==> src/rtl/rr_arbiter_nbit.sv <==
// rr_arbiter_nbit
//   Round-robin arbiter sharing one resource among 2**N requesters. A grant
//   is held until the owner releases it, either with a done pulse or by
//   dropping its own request. Each release costs one idle cycle. The next
//   arbitration then starts one index past the previous owner.
//
// Parameters
//   N            index width; number of requesters = 2**N
//
// Ports
//   clk          rising-edge clock
//   reset        synchronous, active-high reset
//   req          request vector, bit i belongs to requester i
//   done         owner release strobe (ignored while idle)
//   grant        one-hot grant, all zero when idle
//   grant_idx    index of the current owner, 0 when idle
//   grant_valid  a grant is active
module rr_arbiter_nbit #(
    parameter int N = 3
) (
    input  logic              clk,
    input  logic              reset,
    input  logic [2**N-1:0]   req,
    input  logic              done,
    output logic [2**N-1:0]   grant,
    output logic [N-1:0]      grant_idx,
    output logic              grant_valid
);

    localparam int NREQ = 2**N;

    typedef enum logic {
        IDLE = 1'b0,
        BUSY = 1'b1
    } state_t;

    state_t            state_q,      state_d;
    logic [N-1:0]      ptr_q,        ptr_d;
    logic [N-1:0]      grantIdx_q,   grantIdx_d;
    logic [NREQ-1:0]   grant_q,      grant_d;
    logic              grantValid_q, grantValid_d;

    // Rotating priority search. The candidate index wraps naturally because
    // it is N bits wide. The first set request at or after ptr wins.
    logic [N-1:0]      winner;
    logic              found;
    logic [N-1:0]      cand;

    always_comb begin
        winner = '0;
        found  = 1'b0;
        cand   = '0;
        for (int i = 0; i < NREQ; i++) begin
            cand = ptr_q + N'(i);
            if (!found && req[cand]) begin
                found  = 1'b1;
                winner = cand;
            end
        end
    end

    // Next-state logic. By default every register holds its value.
    always_comb begin
        state_d      = state_q;
        ptr_d        = ptr_q;
        grantIdx_d   = grantIdx_q;
        grant_d      = grant_q;
        grantValid_d = grantValid_q;

        unique case (state_q)
            IDLE: begin
                if (found) begin
                    state_d      = BUSY;
                    grantIdx_d   = winner;
                    grant_d      = NREQ'(1) << winner;
                    grantValid_d = 1'b1;
                end
            end
            BUSY: begin
                // The owner dropping its request counts as an implicit done.
                if (done || !req[grantIdx_q]) begin
                    state_d      = IDLE;
                    ptr_d        = grantIdx_q + N'(1);
                    grantIdx_d   = '0;
                    grant_d      = '0;
                    grantValid_d = 1'b0;
                end
            end
            default: begin
                state_d = IDLE;
            end
        endcase
    end

    always_ff @(posedge clk) begin
        if (reset) begin
            state_q      <= IDLE;
            ptr_q        <= '0;
            grantIdx_q   <= '0;
            grant_q      <= '0;
            grantValid_q <= 1'b0;
        end else begin
            state_q      <= state_d;
            ptr_q        <= ptr_d;
            grantIdx_q   <= grantIdx_d;
            grant_q      <= grant_d;
            grantValid_q <= grantValid_d;
        end
    end

    assign grant       = grant_q;
    assign grant_idx   = grantIdx_q;
    assign grant_valid = grantValid_q;

endmodule
==> config.mk <==
export PLATFORM = sky130hd
export DESIGN_NAME = rr_arbiter_nbit
export DESIGN_NICKNAME = d
export VERILOG_FILES = /design/src/rtl/rr_arbiter_nbit.sv
export SDC_FILE = /design/constraint.sdc
export NUM_CORES = 1
export LEC_CHECK = 0
export CORE_UTILIZATION = 55
export CTS_CLUSTER_SIZE = 8
export DETAILED_ROUTE_END_ITERATION = 6
export PLACE_DENSITY_LB_ADDON = 0.12
export SLEW_MARGIN = 20
export SYNTH_ARGS = -nofsm -noshare
export SYNTH_HDL_FRONTEND = slang
export SYNTH_SLANG_ARGS = --single-unit
==> constraint.sdc <==
create_clock -name clk -period 4.1 [get_ports clk]
set_input_delay 0.615 -clock clk [delete_from_list [all_inputs] [get_ports clk]]
set_output_delay 0.615 -clock clk [all_outputs]
set_load 0.01 [all_outputs]
==> impl_metrics.tcl, run 1 <==
set metrics [dict create \
    ys_seq_elements 16 \
    numClockSinks 16 \
    ff2ff_setup_slack_ns 0.71 \
    worstPathArrival_ns 3.60 \
    start_kind "register" \
    grt_pass1_wl_um 7160 \
    cts-root-buf "clkbuf_4" \
    finalCritPeriodShare_pct 82.7 \
    numCtsBuffers 3 \
    overflow 0 \
    multi_input_area_um2 1240 \
    skew_ns 0.00507 \
    fp.coreArea_um2 2780 \
    die_area_um2 3200 \
    syn_area_um2 1640 \
    cts_tree "built" \
    ys_types 50 \
    ff_latch_area_um2 320 \
    finish.net_count 228 \
    drt_iter0_markers 74 \
    ir_drop_uv 428 \
    drive_above_1_share_pct 12.7 \
    gr-usage-all-layers_pct 28.7 \
    netlist_instances 194 \
    routed_via_density 6.87 \
    yosysSeqAreaShare_pct 19.6 \
    min_period_ns 3.39 \
    die_y_um 56.6 \
    fp-row-count 19 \
    clockBufferDepth 2 \
    num_antenna_cells 0 \
    tns_ns 0 \
    finalHoldViolations 0 \
    num_io_pins 23 \
    antenna_found_initial 0 \
    post_cts_buffers 0 \
    grt_setup_unrepaired "no" \
    setup_viol 0 \
    outcome "completed" \
    cap_viol_max_count 0 \
    cts-htree-levels 1 \
    critical_path_class "reg -> reg" \
    fmax_mhz 295 \
    place.gp.congestion 0.968 \
    drc 0 \
    critPathMaxFanout 15 \
    postCtsResizedCells 0 \
    min_path_type "reg -> reg" \
    powerDensity_nw_per_um2 417 \
    synth.avg_cell_area_um2 8.44 \
    post_drt_wl_per_cell_um 17.3 \
    wl_um 4230 \
    hold_buffers 0 \
    layout_commonest_cell "clkdlybuf4s50_1" \
    grt_max_degree 23 \
    ys_async_sr_fraction_pct 0 \
    placed_area_um2 1860 \
    clk_latency_ns 0.30 \
    firstDrtPassIters 4 \
    ant_nets 0 \
    synthFlopType "dfxtp_1" \
    slew_headroom_pct 55.4 \
    slew_violations 0 \
    final_cell_mix "22 x clkdlybuf4s50_1, 19 x nand2_1, 18 x nor2_1" \
    io_buffers 22 \
    area_delta_synth_final_pct 15.9 \
    n_fill_cell 232 \
    design_area_um2 1900 \
    crit_required_ns 4.30 \
    ys_warn_count 0 \
    clkTransAtPathRegs_ns 0.10 \
    synth_edf_count 0 \
    leakage_nw 0.674 \
    vias 1676 \
    start_util_pct 58.9 \
    critical_path.endpoint_type "register" \
    grt_pass1_vias 1535 \
    dp_hpwl_um 3300 \
    synth_nets 208 \
    worst_pin_slew_ns 0.665 \
    die_w_um 56.6 \
]
-- report_power, final --
group	total (mW)	leakage [nW]	switching [mW]	internal, mW
sequential	0.200	0.131	0.0223	0.178
combinational	0.484	0.522	0.268	0.215
clock	0.108	0.0210	0.0537	0.0542
-- layout make-up --
class                   count  share of cell area (%)
inverters                   6                    1.19
well taps                  31                    2.04
repair buffers             24                    12.4
clock buffers               4                    1.91
multi-input cells         163                    65.6
flip-flops and latches     16                    16.9
-- registers in the layout, indices dropped and copies added, names as in the netlist --
name / count
state_q: 1
grant: 8
grant_idx: 3
ptr_q: 3
grant_valid: 1
-- synthesized netlist by cell type (5+ instances only) --
| cell type | number | area (um^2) |
|---|---|---|
| mux4_2 | 9 | 203 |
| nor2_1 | 18 | 67.6 |
| dfxtp_1 | 16 | 320 |
| a22oi_1 | 8 | 60.1 |
| o31ai_1 | 9 | 67.6 |
| inv_1 | 5 | 18.8 |
| o21ai_0 | 10 | 50.1 |
| mux2i_1 | 11 | 110 |
| nand2b_1 | 5 | 31.3 |
| a21oi_1 | 13 | 65.1 |
| mux2_2 | 7 | 78.8 |
| nand2_1 | 19 | 71.3 |
-- routing by layer --
layer	up-vias	routed length [um]	track usage, %
met5	-	0	0
met4	0	68	8.71
met3	8	293	7.14
met2	74	2020	46.4
met1	800	1850	37.6
li1	794	-	-
-- cells by family after synthesis --
kind of cell / count (synthesis) / synth area share, %
compound gates: 68 / 28.7
xor+xnor: 5 / 2.67
fa+ha+maj: 3 / 2.29
buf+inv: 15 / 4.43
flops: 16 / 19.6
mux: 28 / 25.5
simple gates: 59 / 16.8
-- critical path, stage by stage (launching register included) --
cell	delay [ns]
dfxtp_1	0.37
inv_1	0.05
ha_1	0.69
mux2i_1	0.43
a22oi_1	0.18
a21oi_1	0.34
nor2_1	0.07
o32a_1	0.37
or4_4	0.51
o31ai_1	0.27
-- stage by stage --
step                hold WS, ns  util [%]  std cells  setup WS (ns)  power [mW]
detailed placement        0.448      66.9        240          0.525       0.679
finish                    0.464      68.2        244          0.708       0.792
global placement          0.436      66.9        240          0.676       0.665
CTS                       0.469      68.2        244          0.743       0.786
global route              0.499      68.2        244          0.526       0.847
floorplan                 0.458         -        194          0.771       0.550
-- final timing paths --
kind	start	to	depth (start not counted)
worst max register to register	ptr_q[0]	grant[1]	9
worst min-delay path	grant[3]	grant[3]	2
worst min register to register	grant[3]	grant[3]	2
worst max-delay path	ptr_q[0]	grant[1]	9
(Power assumes the default switching activity.)
==> run 2, diff against run 1 <==
clock period = 3.2 ns   (was 4.1 ns; I/O delays follow)
==> impl_metrics.tcl, run 2 (synthesized netlist as in run 1, its figures left out) <==
set metrics [dict create \
    slowest_delay_ns 0.56 \
    cap_viol_max_count 0 \
    routed_via_density 6.81 \
    area_delta_synth_final_pct 22.2 \
    numClockSinks 16 \
    gr-usage-all-layers_pct 29.5 \
    fp-row-count 19 \
    crit_start "req[3]" \
    layout_commonest_cell "clkdlybuf4s50_1" \
    largest_reg_flops 8 \
    place.gp.congestion 0.955 \
    die_w_um 56.6 \
    powerDensity_nw_per_um2 520 \
    clk_latency_ns 0.28 \
    ir_drop_uv 531 \
    grt_setup_unrepaired "no" \
    drc 0 \
    placed_area_um2 1980 \
    regToRegStartpoint "ptr_q[1]" \
    fp.coreArea_um2 2780 \
    post_drt_wl_per_cell_um 17.4 \
    finalHoldViolations 0 \
    wl_um 4500 \
    p_total_mw 1.04 \
    overflow 0 \
    firstDrtPassIters 4 \
    ff2ff_setup_slack_ns 0.15 \
    min_path_type "reg -> reg" \
    multi_input_area_um2 1250 \
    slew_headroom_pct 55.7 \
    skew_ns 0.00110 \
    start_util_pct 58.9 \
    clockBufferDepth 2 \
    p_int_uw 591 \
    postCtsResizedCells 0 \
    drive_above_1_share_pct 18.9 \
    crit_required_ns 3.38 \
    leakage_nw 0.741 \
    design_area_um2 2000 \
    numCtsBuffers 3 \
    cts_tree "built" \
    critical_path_class "in -> reg" \
    num_antenna_cells 0 \
    ff_latch_area_um2 322 \
    cts-htree-levels 1 \
    path_cells "clkdlybuf4s50_1 -> mux4_2 -> or2_1 -> a21oi_2 -> nor2_1 -> o32a_1 -> or4_4 -> o31ai_1" \
    grt_pass1_wl_um 7320 \
    start_kind "input port" \
    drt_iter0_markers 75 \
    setup_viol 0 \
    pwr-share-clk_pct 9.9 \
    min_period_ns 3.06 \
    p_sw_uw 449 \
    worstPathArrival_ns 3.24 \
    die_area_um2 3200 \
    die_y_um 56.6 \
    fmax_mhz 327 \
    clkTransAtPathRegs_ns 0.09 \
    vias 1757 \
    critical_path.endpoint_type "register" \
    cts-root-buf "clkbuf_4" \
    hold_buffers 0 \
    final_cell_mix "22 x clkdlybuf4s50_1, 19 x nand2_1, 18 x nor2_1" \
    io_buffers 22 \
    outcome "completed" \
    post_cts_buffers 0 \
    slew_violations 0 \
    dp_hpwl_um 3600 \
    grt_pass1_vias 1605 \
    num_io_pins 23 \
    finish.net_count 243 \
    grt_max_degree 23 \
    ant_nets 0 \
    swShare_pct 43.2 \
    worst_pin_slew_ns 0.660 \
    n_fill_cell 210 \
    worstHoldStart "grant[6]" \
    antenna_found_initial 0 \
    p_comb_share_pct 65.5 \
    final_util_pct 71.9 \
    seq_power_share_pct 24.6 \
    critPathMaxFanout 7 \
    cpMaxStageDelayCell "mux4_2" \
    finalCritPeriodShare_pct 95.5 \
]
## run 2: routing by layer
metal / part of all wire [%] / track usage [%] / wire, um
met1: 40 / 37.9 / 1810
met2: 49 / 49.6 / 2200
met3: 7.8 / 6.22 / 349
met4: 3.2 / 8.71 / 144
met5: 0 / 0 / 0
## run 2: critical path, delay by kind of cell
family | cells | cell delay (ns)
buffers and inverters | 1 | 0.51
AOI/OAI and AO/OA | 3 | 0.82
and+or+nand+nor | 3 | 0.86
muxes | 1 | 0.56
## run 2: path summary, 6_finish.rpt
path / cells after the start / endpoint
worst min register to register: 2 / grant[6]
worst max-delay path: 8 / grant[2]
worst max register to register: 9 / grant[2]
worst min-delay path: 2 / grant[6]
## run 2: cell type report
class                      instances  area share, %
multi-input combinational        163           62.4
clock buffer                       3           1.13
inverter                           6           1.13
tap                               31           1.94
timing repair buffer              39           17.4
sequential                        16           16.1
## run 2: through the flow
stage          hold WS, ns  worst slack [ns]  TNS [ns]  instances
2_1_floorplan        0.458           0.00164         0        194
5_1_grt              0.490            0.0103         0        258
6_report             0.457             0.143         0        258
3_5_place_dp         0.442            -0.129    -0.357        255
4_1_cts              0.462            0.0194         0        258
3_3_place_gp         0.439            0.0310         0        255
## run 2: power by group through the flow
stage	clock (mW)	combinational [mW]	sequential, mW
floorplan	0	0.441	0.267
global placement	0	0.643	0.257
detailed placement	0	0.665	0.260
CTS	0.107	0.668	0.256
global route	0.115	0.733	0.260
finish	0.103	0.681	0.256
==> run 3, diff against run 2 <==
CORE_UTILIZATION = 57   (was 55)
CTS_BUF_LIST = sky130_fd_sc_hd__clkbuf_2   (was unset)
==> impl_metrics.tcl, run 3 (synthesized netlist as in run 1, its figures left out) <==
set metrics [dict create \
    slew_violations 0 \
    drt_iter0_markers 120 \
    crit_start "req[4]" \
    path_delay_family "compound AO/OA/AOI/OAI gates" \
    io_buffers 22 \
    start_kind "input port" \
    num_io_pins 23 \
    post_drt_wl_per_cell_um 17.6 \
    ant_nets 0 \
    p_comb_share_pct 67.4 \
    setup_viol 0 \
    wl_um 4580 \
    gr-usage-all-layers_pct 29.4 \
    clk_latency_ns 0.29 \
    cts_tree "built" \
    busiest_layer "met2" \
    grt_pass1_wl_um 7370 \
    fmax_mhz 335 \
    leakage_nw 0.753 \
    final_cell_mix "22 x clkdlybuf4s50_1, 19 x nand2_1, 19 x buf_4" \
    worstPathArrival_ns 3.20 \
    grt_pass1_vias 1707 \
    overflow 0 \
    clkTransAtPathRegs_ns 0.13 \
    worstHoldStart "grant[7]" \
    grtUsageMet3_pct 5.81 \
    slowest_delay_ns 0.51 \
    fin_cells 260 \
    area_delta_synth_final_pct 23.5 \
    layout_commonest_cell "clkdlybuf4s50_1" \
    cts-root-buf "clkbuf_2" \
    finalCritPeriodShare_pct 93.4 \
    seq_power_share_pct 24.5 \
    largest_reg_flops 8 \
    worst_pin_slew_ns 0.704 \
    powerDensity_nw_per_um2 515 \
    finalHoldViolations 0 \
    pwr-share-clk_pct 8.1 \
    num_antenna_cells 0 \
    fp-row-count 19 \
    critical_path.endpoint_type "register" \
    min_period_ns 2.99 \
    path_cells "clkdlybuf4s50_1 -> mux4_2 -> buf_4 -> nor2_1 -> o21ai_0 -> a221o_1 -> a21oi_1 -> o21ai_0 -> o31ai_1" \
    finish.net_count 245 \
    routed_via_density 6.81 \
    numCtsBuffers 3 \
    die_area_um2 3090 \
    cpMaxStageDelayCell "mux4_2" \
    die_y_um 55.6 \
    critical_path_class "in -> reg" \
    antenna_found_initial 0 \
    swShare_pct 44.0 \
    p_int_uw 584 \
    cts-htree-levels 1 \
    die_w_um 55.6 \
    dp_hpwl_um 3540 \
    outcome "completed" \
    slew_headroom_pct 52.8 \
    grt_setup_unrepaired "no" \
    p_total_mw 1.04 \
    p_sw_uw 459 \
    cap_viol_max_count 0 \
    place.gp.congestion 1.01 \
    start_util_pct 59.9 \
    ir_drop_uv 563 \
    numClockSinks 16 \
    fp.coreArea_um2 2730 \
    min_path_type "reg -> reg" \
    grt_max_degree 23 \
    drc 0 \
    path_common_cell "o21ai_0" \
    regToRegStartpoint "ptr_q[0]" \
    vias 1771 \
    crit_required_ns 3.41 \
    dp.cells 257 \
    critPathMaxFanout 7 \
    path_buf_inv 2 \
    skew_ns 0.00188 \
    firstDrtPassIters 5 \
    clockBufferDepth 2 \
    drive_above_1_share_pct 20.1 \
    use_met2_pct 51.5 \
    use_met1_pct 36.6 \
]
-- run 3: final timing paths --
check             end  slack [ns]  depth (start not counted)
max          grant[4]        0.21                          9
min          grant[7]        0.46                          2
max reg2reg  grant[4]        0.23                          9
min reg2reg  grant[7]        0.46                          2
-- run 3: area by class of cell --
cell class / count / area, um^2
Clock buffer: 3 / 15.0
Fill cell: 207 / 712
Inverter: 6 / 22.5
Multi-Input combinational cell: 163 / 1260
Sequential cell: 16 / 322
Tap cell: 31 / 38.8
Timing Repair Buffer: 41 / 363
-- run 3: per-layer routing --
metal / wire, um / vias up
met5: 0 / -
li1: - / 826
met3: 417 / 7
met2: 2240 / 107
met1: 1860 / 831
met4: 63 / 0
-- run 3: repair_timing --
| action | 4_1_cts | 5_1_grt |
|---|---|---|
| hold buffers | 0 | 0 |
| gates resized for setup | 0 | 3 |
| endpoints found under the setup margin | 0 | 9 |
| buffers inserted | 0 | 0 |
-- run 3: metrics by stage --
stage / hold slack [ns] / util [%] / TNS, ns / cell area (um^2) / setup slack (ns)
2_1_floorplan: 0.458 / - / 0 / 1640 / 0.00164
3_3_place_gp: 0.437 / 72.8 / 0 / 1990 / 0.0372
3_5_place_dp: 0.443 / 72.8 / -0.287 / 1990 / -0.0606
4_1_cts: 0.471 / 73.4 / 0 / 2010 / 0.0924
5_1_grt: 0.497 / 74.0 / 0 / 2020 / 0.0101
6_report: 0.464 / 74.0 / 0 / 2020 / 0.212
-- run 3: worst register-to-register path, cell delays in order, from the launching register on --
cell,delay [ns]
dfxtp_2,0.36
buf_4,0.27
mux4_2,0.57
buf_4,0.18
nor2_1,0.23
o21ai_0,0.16
a221o_1,0.35
a21oi_1,0.30
o21ai_0,0.24
o31ai_1,0.24
-- run 3: power groups by stage --
stage,sequential (mW),combinational (mW),clock [mW]
after floorplan,0.267,0.441,0
after global placement,0.257,0.649,0
after detailed placement,0.259,0.667,0
after CTS,0.255,0.671,0.0862
after global routing,0.260,0.745,0.0936
final,0.255,0.702,0.0848
